===== src/rtl/adder_slice_sequencer.sv =====
// adder_slice_sequencer
//   Lets two requesters share one external 16-bit combinational adder.
//   A W-bit add/sub (W = 16*SLICES) is run as SLICES passes, LSB slice
//   first, with the carry registered between passes.
//
//   Optional feature macro: ADD_OVERFLOW_EN (adds the rsp_ovf port).
//
// Ports
//   clk, rst_n                 clock (rising edge), async active-low reset
//   reqN_valid/ready           request handshake, N = 0,1 (ready is comb.)
//   reqN_a, reqN_b, reqN_sub   W-bit operands; sub=1 -> A-B
//   rsp_valid/ready            response handshake
//   rsp_id, rsp_sum, rsp_cout  owner, W-bit result, carry (NOT borrow on sub)
//   rsp_ovf                    signed overflow (ADD_OVERFLOW_EN only)
//   add_a, add_b, add_cin      shared adder inputs (zero outside RUN)
//   add_sum, add_cout          shared adder outputs
//   busy                       state != IDLE
module adder_slice_sequencer #(
  parameter int SLICES = 2,
  localparam int W = 16 * SLICES
) (
  input  logic         clk,
  input  logic         rst_n,
  input  logic         req0_valid,
  output logic         req0_ready,
  input  logic [W-1:0] req0_a,
  input  logic [W-1:0] req0_b,
  input  logic         req0_sub,
  input  logic         req1_valid,
  output logic         req1_ready,
  input  logic [W-1:0] req1_a,
  input  logic [W-1:0] req1_b,
  input  logic         req1_sub,
  output logic         rsp_valid,
  input  logic         rsp_ready,
  output logic         rsp_id,
  output logic [W-1:0] rsp_sum,
  output logic         rsp_cout,
  output logic [15:0]  add_a,
  output logic [15:0]  add_b,
  output logic         add_cin,
  input  logic [15:0]  add_sum,
  input  logic         add_cout,
`ifdef ADD_OVERFLOW_EN
  output logic         rsp_ovf,
`endif
  output logic         busy
);

  localparam int KW = (SLICES > 1) ? $clog2(SLICES) : 1;
  localparam logic [KW-1:0] K_LAST = KW'(SLICES - 1);

  localparam logic [1:0] S_IDLE = 2'd0;
  localparam logic [1:0] S_RUN  = 2'd1;
  localparam logic [1:0] S_RESP = 2'd2;

  // Operands/results kept as an array of 16-bit slices so pass k indexes directly.
  typedef logic [SLICES-1:0][15:0] op_t;

  logic [1:0]    state_q, state_d;
  logic          last_q, last_d;     // id granted most recently
  op_t           a_q, a_d;
  op_t           b_q, b_d;           // already inverted for sub
  logic          sub_q, sub_d;
  logic          id_q, id_d;
  logic [KW-1:0] k_q, k_d;
  logic          carry_q, carry_d;
  op_t           res_q, res_d;
`ifdef ADD_OVERFLOW_EN
  logic          ovf_q, ovf_d;
`endif

  logic          is_idle, is_run;
  logic          gnt0, gnt1, accept;
  op_t           a_sel, b_sel;
  logic          sub_sel;

  assign is_idle = (state_q == S_IDLE);
  assign is_run  = (state_q == S_RUN);

  // Round-robin: on a tie the requester not granted last time wins.
  assign gnt0 = req0_valid & (~req1_valid |  last_q);
  assign gnt1 = req1_valid & (~req0_valid | ~last_q);

  // Gated by rst_n so ready reads 0 while reset is asserted even if valid is high.
  assign req0_ready = rst_n & is_idle & gnt0;
  assign req1_ready = rst_n & is_idle & gnt1;
  assign accept     = req0_ready | req1_ready;

  assign a_sel   = gnt1 ? req1_a   : req0_a;
  assign b_sel   = gnt1 ? req1_b   : req0_b;
  assign sub_sel = gnt1 ? req1_sub : req0_sub;

  // Shared adder drive: quiet (all zero) unless a pass is in progress.
  assign add_a   = is_run ? a_q[k_q] : 16'h0000;
  assign add_b   = is_run ? b_q[k_q] : 16'h0000;
  assign add_cin = is_run & ((k_q == '0) ? sub_q : carry_q);

  assign rsp_valid = (state_q == S_RESP);
  assign rsp_id    = id_q;
  assign rsp_sum   = res_q;
  assign rsp_cout  = carry_q;
  assign busy      = ~is_idle;
`ifdef ADD_OVERFLOW_EN
  assign rsp_ovf   = ovf_q;
`endif

  always_comb begin
    state_d = state_q;
    last_d  = last_q;
    a_d     = a_q;
    b_d     = b_q;
    sub_d   = sub_q;
    id_d    = id_q;
    k_d     = k_q;
    carry_d = carry_q;
    res_d   = res_q;
`ifdef ADD_OVERFLOW_EN
    ovf_d   = ovf_q;
`endif
    case (state_q)
      S_IDLE: begin
        if (accept) begin
          a_d     = a_sel;
          b_d     = sub_sel ? ~b_sel : b_sel;
          sub_d   = sub_sel;
          id_d    = gnt1;
          last_d  = gnt1;
          k_d     = '0;
          state_d = S_RUN;
        end
      end
      S_RUN: begin
        res_d[k_q] = add_sum;
        carry_d    = add_cout;
        if (k_q == K_LAST) begin
          state_d = S_RESP;
`ifdef ADD_OVERFLOW_EN
          // Same-sign operands (post-inversion) producing a different-sign result.
          ovf_d = (a_q[SLICES-1][15] == b_q[SLICES-1][15]) &&
                  (add_sum[15] != a_q[SLICES-1][15]);
`endif
        end else begin
          k_d = k_q + 1'b1;
        end
      end
      S_RESP: begin
        if (rsp_ready) state_d = S_IDLE;
      end
      default: state_d = S_IDLE;
    endcase
  end

  always_ff @(posedge clk or negedge rst_n) begin
    if (!rst_n) begin
      state_q <= S_IDLE;
      last_q  <= 1'b1;   // favour req0 on the first tie
      a_q     <= '0;
      b_q     <= '0;
      sub_q   <= 1'b0;
      id_q    <= 1'b0;
      k_q     <= '0;
      carry_q <= 1'b0;
      res_q   <= '0;
`ifdef ADD_OVERFLOW_EN
      ovf_q   <= 1'b0;
`endif
    end else begin
      state_q <= state_d;
      last_q  <= last_d;
      a_q     <= a_d;
      b_q     <= b_d;
      sub_q   <= sub_d;
      id_q    <= id_d;
      k_q     <= k_d;
      carry_q <= carry_d;
      res_q   <= res_d;
`ifdef ADD_OVERFLOW_EN
      ovf_q   <= ovf_d;
`endif
    end
  end

endmodule


===== config.mk =====
export PLATFORM = sky130hd
export DESIGN_NAME = adder_slice_sequencer
export DESIGN_NICKNAME = d
export VERILOG_FILES = /design/src/rtl/adder_slice_sequencer.sv
export SDC_FILE = /design/constraint.sdc
export NUM_CORES = 1
export LEC_CHECK = 0
export BUFFER_PORTS_ARGS = -buffer_cell sky130_fd_sc_hd__clkbuf_2
export CELL_PAD_IN_SITES_DETAIL_PLACEMENT = 2
export CELL_PAD_IN_SITES_GLOBAL_PLACEMENT = 2
export CORE_ASPECT_RATIO = 0.8
export CORE_MARGIN = 5
export CORE_UTILIZATION = 31
export DETAILED_ROUTE_END_ITERATION = 10
export HOLD_SLACK_MARGIN = 0.08
export PLACE_DENSITY_LB_ADDON = 0.1
export SYNTH_ARGS = -nofsm -noshare
export SYNTH_HDL_FRONTEND = slang
export SYNTH_SLANG_ARGS = --single-unit

===== constraint.sdc =====
create_clock -name clk -period 2.09 [get_ports clk]
set_input_delay 0.209 -clock clk [delete_from_list [all_inputs] [get_ports clk]]
set_output_delay 0.209 -clock clk [all_outputs]
set_load 0.005 [all_outputs]

==> results.sh <==
export IMPL_cp_slowest_stage_delay_ps=440
export IMPL_fmax_ghz=0.510
export IMPL_crit_type="flop to output port"
export IMPL_syn_area_per_cell_sq_um=13.4
export IMPL_drive_gt1_share_pct=57.5
export IMPL_tritoncts="yes"
export IMPL_synth_warnings=0
export IMPL_r2r_slack_ps=290
export IMPL_cts_num_sinks=103
export IMPL_hold_viol_final=0
export IMPL_worstPathRequired_ps=1880
export IMPL_grt_pass1_vias=4637
export IMPL_syn_area_sq_um=5590
export IMPL_status="complete, no violations"
export IMPL_r2r_cells=5
export IMPL_ys_ff_latch=103
export IMPL_cp_start_kind="flop"
export IMPL_maxCapViolCount=0
export IMPL_die_x_um=160
export IMPL_num_rows=44
export IMPL_antenna_found_initial=0
export IMPL_syn_nets=569
export IMPL_wl_per_cell_um=18.8
export IMPL_synth_cells=417
export IMPL_vias=4090
export IMPL_rsz0062_at_grt="false"
export IMPL_routed_wl_mm=16.4
export IMPL_yosysSeqAreaShare_pct=46.1
export IMPL_clkSlewWorstSetupHoldPaths_ps=70
export IMPL_drc=0
export IMPL_period_needed_ps=1960
export IMPL_setup_violations_final=0
export IMPL_r2r_end="b_q[25]$_DFFE_PN0P_"
export IMPL_grt_overflow=0
export IMPL_dpl_hpwl_mm=12.4
export IMPL_h_tree_depth=3
export IMPL_critPathTopFamily="flip-flops"
export IMPL_root_buffer="clkbuf_16"
export IMPL_grt_use_total_pct=15.8
export IMPL_crit_cells=5
export IMPL_worst_ir_drop_vdd_mv=0.638
export IMPL_drtIter0Drc=68
export IMPL_cts_inserted_buffers=9
export IMPL_fin_area_sq_um=7350
export IMPL_drtPass1Iterations=4
export IMPL_port_buffers=222
export IMPL_tightest_slew_ps=741
export IMPL_n_antenna_cell=0
export IMPL_synth_cell_types=27
export IMPL_fin_cells=872
export IMPL_clk_latency_ps=360
export IMPL_drv_slew=0
export IMPL_power_density_nw_per_um2=1250
export IMPL_placedCellCount=847
export IMPL_p_leak_nw=3.41
export IMPL_ant_nets=0
export IMPL_crit_slowest_cell="dfrtp_1"
export IMPL_core_sq_um=17900
export IMPL_critPathMaxFanout=25
export IMPL_startpoint="state_q[1]$_DFFE_PN0P_"
export IMPL_grt_pass1_wl_mm=25.8
export IMPL_io_pin_count=223
export IMPL_clockBufferDepth=2
export IMPL_hp_class="primary input to flop"
export IMPL_path_cells="nor2b_4 > and2_2 > buf_12 > a22o_1 > clkbuf_2"
export IMPL_grt_max_degree=59
export IMPL_fin_crit_sh_pct=93.8
export IMPL_post_dp_cell_area_sq_um=6950
export IMPL_skew_ps=11.2
export IMPL_r2r_start="state_q[0]$_DFFE_PN0P_"
export IMPL_critical_path_buf_inv_count=2
export IMPL_fp_dieArea_sq_um=20800
export IMPL_timing_critical_path_to="add_a[2]"
export IMPL_areaGrowthSynthToFinish_pct=31.4
export IMPL_relSlewSlack_pct=50.6
export IMPL_layout_nets=789
export IMPL_gp_congestion=0.701
export IMPL_end_kind="output port"
export IMPL_fin_setup_tns_ps=0
export IMPL_arrival_ps=1750
export IMPL_initial_utilization_pct=31.2
export IMPL_chipHeight_um=130
export IMPL_via_per_inst=4.69
Yosys cell counts, drive strengths merged:
cell      n  area, sq um
a21boi    1         11.3
a21o      1         7.51
a21oi     2         10.0
a22o     33          289
a31oi     1         6.26
and2      3         18.8
buf      32          229
clkbuf    1         3.75
dfrtp   102         2550
dfstp     1         26.3
inv       3         11.3
mux2    131         1480
mux2i    32          320
nand2     2         10.0
nand2b    1         6.26
nor2b     1         8.76
nor3b     1         12.5
o21a      1         8.76
o21ai     1         5.00
o21bai    1         7.51
or2       2         12.5
xnor2    64          561
cell families after synthesis:
family | synth area share, %
flops | 46.1
compound gates | 6.17
mux | 32.1
xor+xnor | 10.0
buf+inv | 4.36
simple gates | 1.23
registers in the layout (all words and copies together) (netlist names):
name	count
sub_q	1
b_q	32
state_q	2
last_q	1
rsp_cout	1
a_q	32
k_q	1
rsp_sum	32
rsp_id	1
cell type report:
| class | instances | area [sq um] |
|---|---|---|
| multi-input cells | 278 | 2790 |
| fillers | 1870 | 10600 |
| inverters | 3 | 11.3 |
| flip-flops and latches | 103 | 2580 |
| repair buffers | 242 | 1380 |
| clock buffers | 9 | 225 |
| well taps | 230 | 288 |
| clock inverters | 7 | 75.1 |
stage by stage:
stage                     total power, mW  setup WS [ps]  hold WS, ps  util, %
final                                9.18            129         95.9     41.0
after CTS                            9.36           7.11         81.7     40.8
after global placement               7.32            385         30.2     38.7
after detailed placement             7.54            325         39.2     38.7
after floorplan                      5.93            512        -86.6        -
after global routing                 9.87           25.5         80.7     41.0
timing repair:
action / in CTS / in global routing
resized for setup: 1 / 1
gates cloned: 1 / 0
endpoints found under the setup margin: 33 / 8
setup buffers: 0 / 4
endpoints found under the hold margin: 48 / 0
hold buffers: 4 / 0
worst min path at each step:
stage                      startpoint  cells past startpoint                      end
after global placement          rst_n                      1       a_q[4]$_DFFE_PN0P_
after detailed placement        rst_n                      1       a_q[4]$_DFFE_PN0P_
final                     add_sum[14]                      2  rsp_sum[14]$_DFFE_PN0N_
after global routing      add_sum[10]                      2  rsp_sum[10]$_DFFE_PN0N_
after floorplan                 rst_n                      0       a_q[0]$_DFFE_PN0P_
after CTS                    add_cout                      2     rsp_cout$_DFFE_PN0P_
cell usage in the layout, fill, tap and decap left out, types with 2 or more instances in the layout:
master,Yosys,layout
a21oi_1,2,2
a22o_1,33,33
and2_2,0,2
buf_12,0,7
buf_4,5,9
clkbuf_16,0,9
clkbuf_2,0,221
clkinv_4,0,2
dfrtp_1,102,102
dlygate4sd3_1,0,4
inv_1,3,3
inv_8,0,3
mux2_1,25,25
mux2_2,106,106
mux2i_1,32,32
xnor2_1,64,64
power breakdown:
part | switching (mW) | internal (mW)
clock network | 0.828 | 0.848
logic | 1.66 | 2.22
registers | 0.588 | 3.04
total | 3.07 | 6.11
layer usage:
metal / routed length [um] / part of all wire [%] / vias up / GRT usage (%)
li1: - / - / 1921 / -
met1: 6840 / 42 / 2034 / 19.2
met2: 8260 / 50 / 120 / 27.2
met3: 1110 / 6.8 / 15 / 5.46
met4: 186 / 1.1 / 0 / 3.89
met5: 0 / 0 / - / 0
No activity file was read; power rests on OpenSTA's default activity.
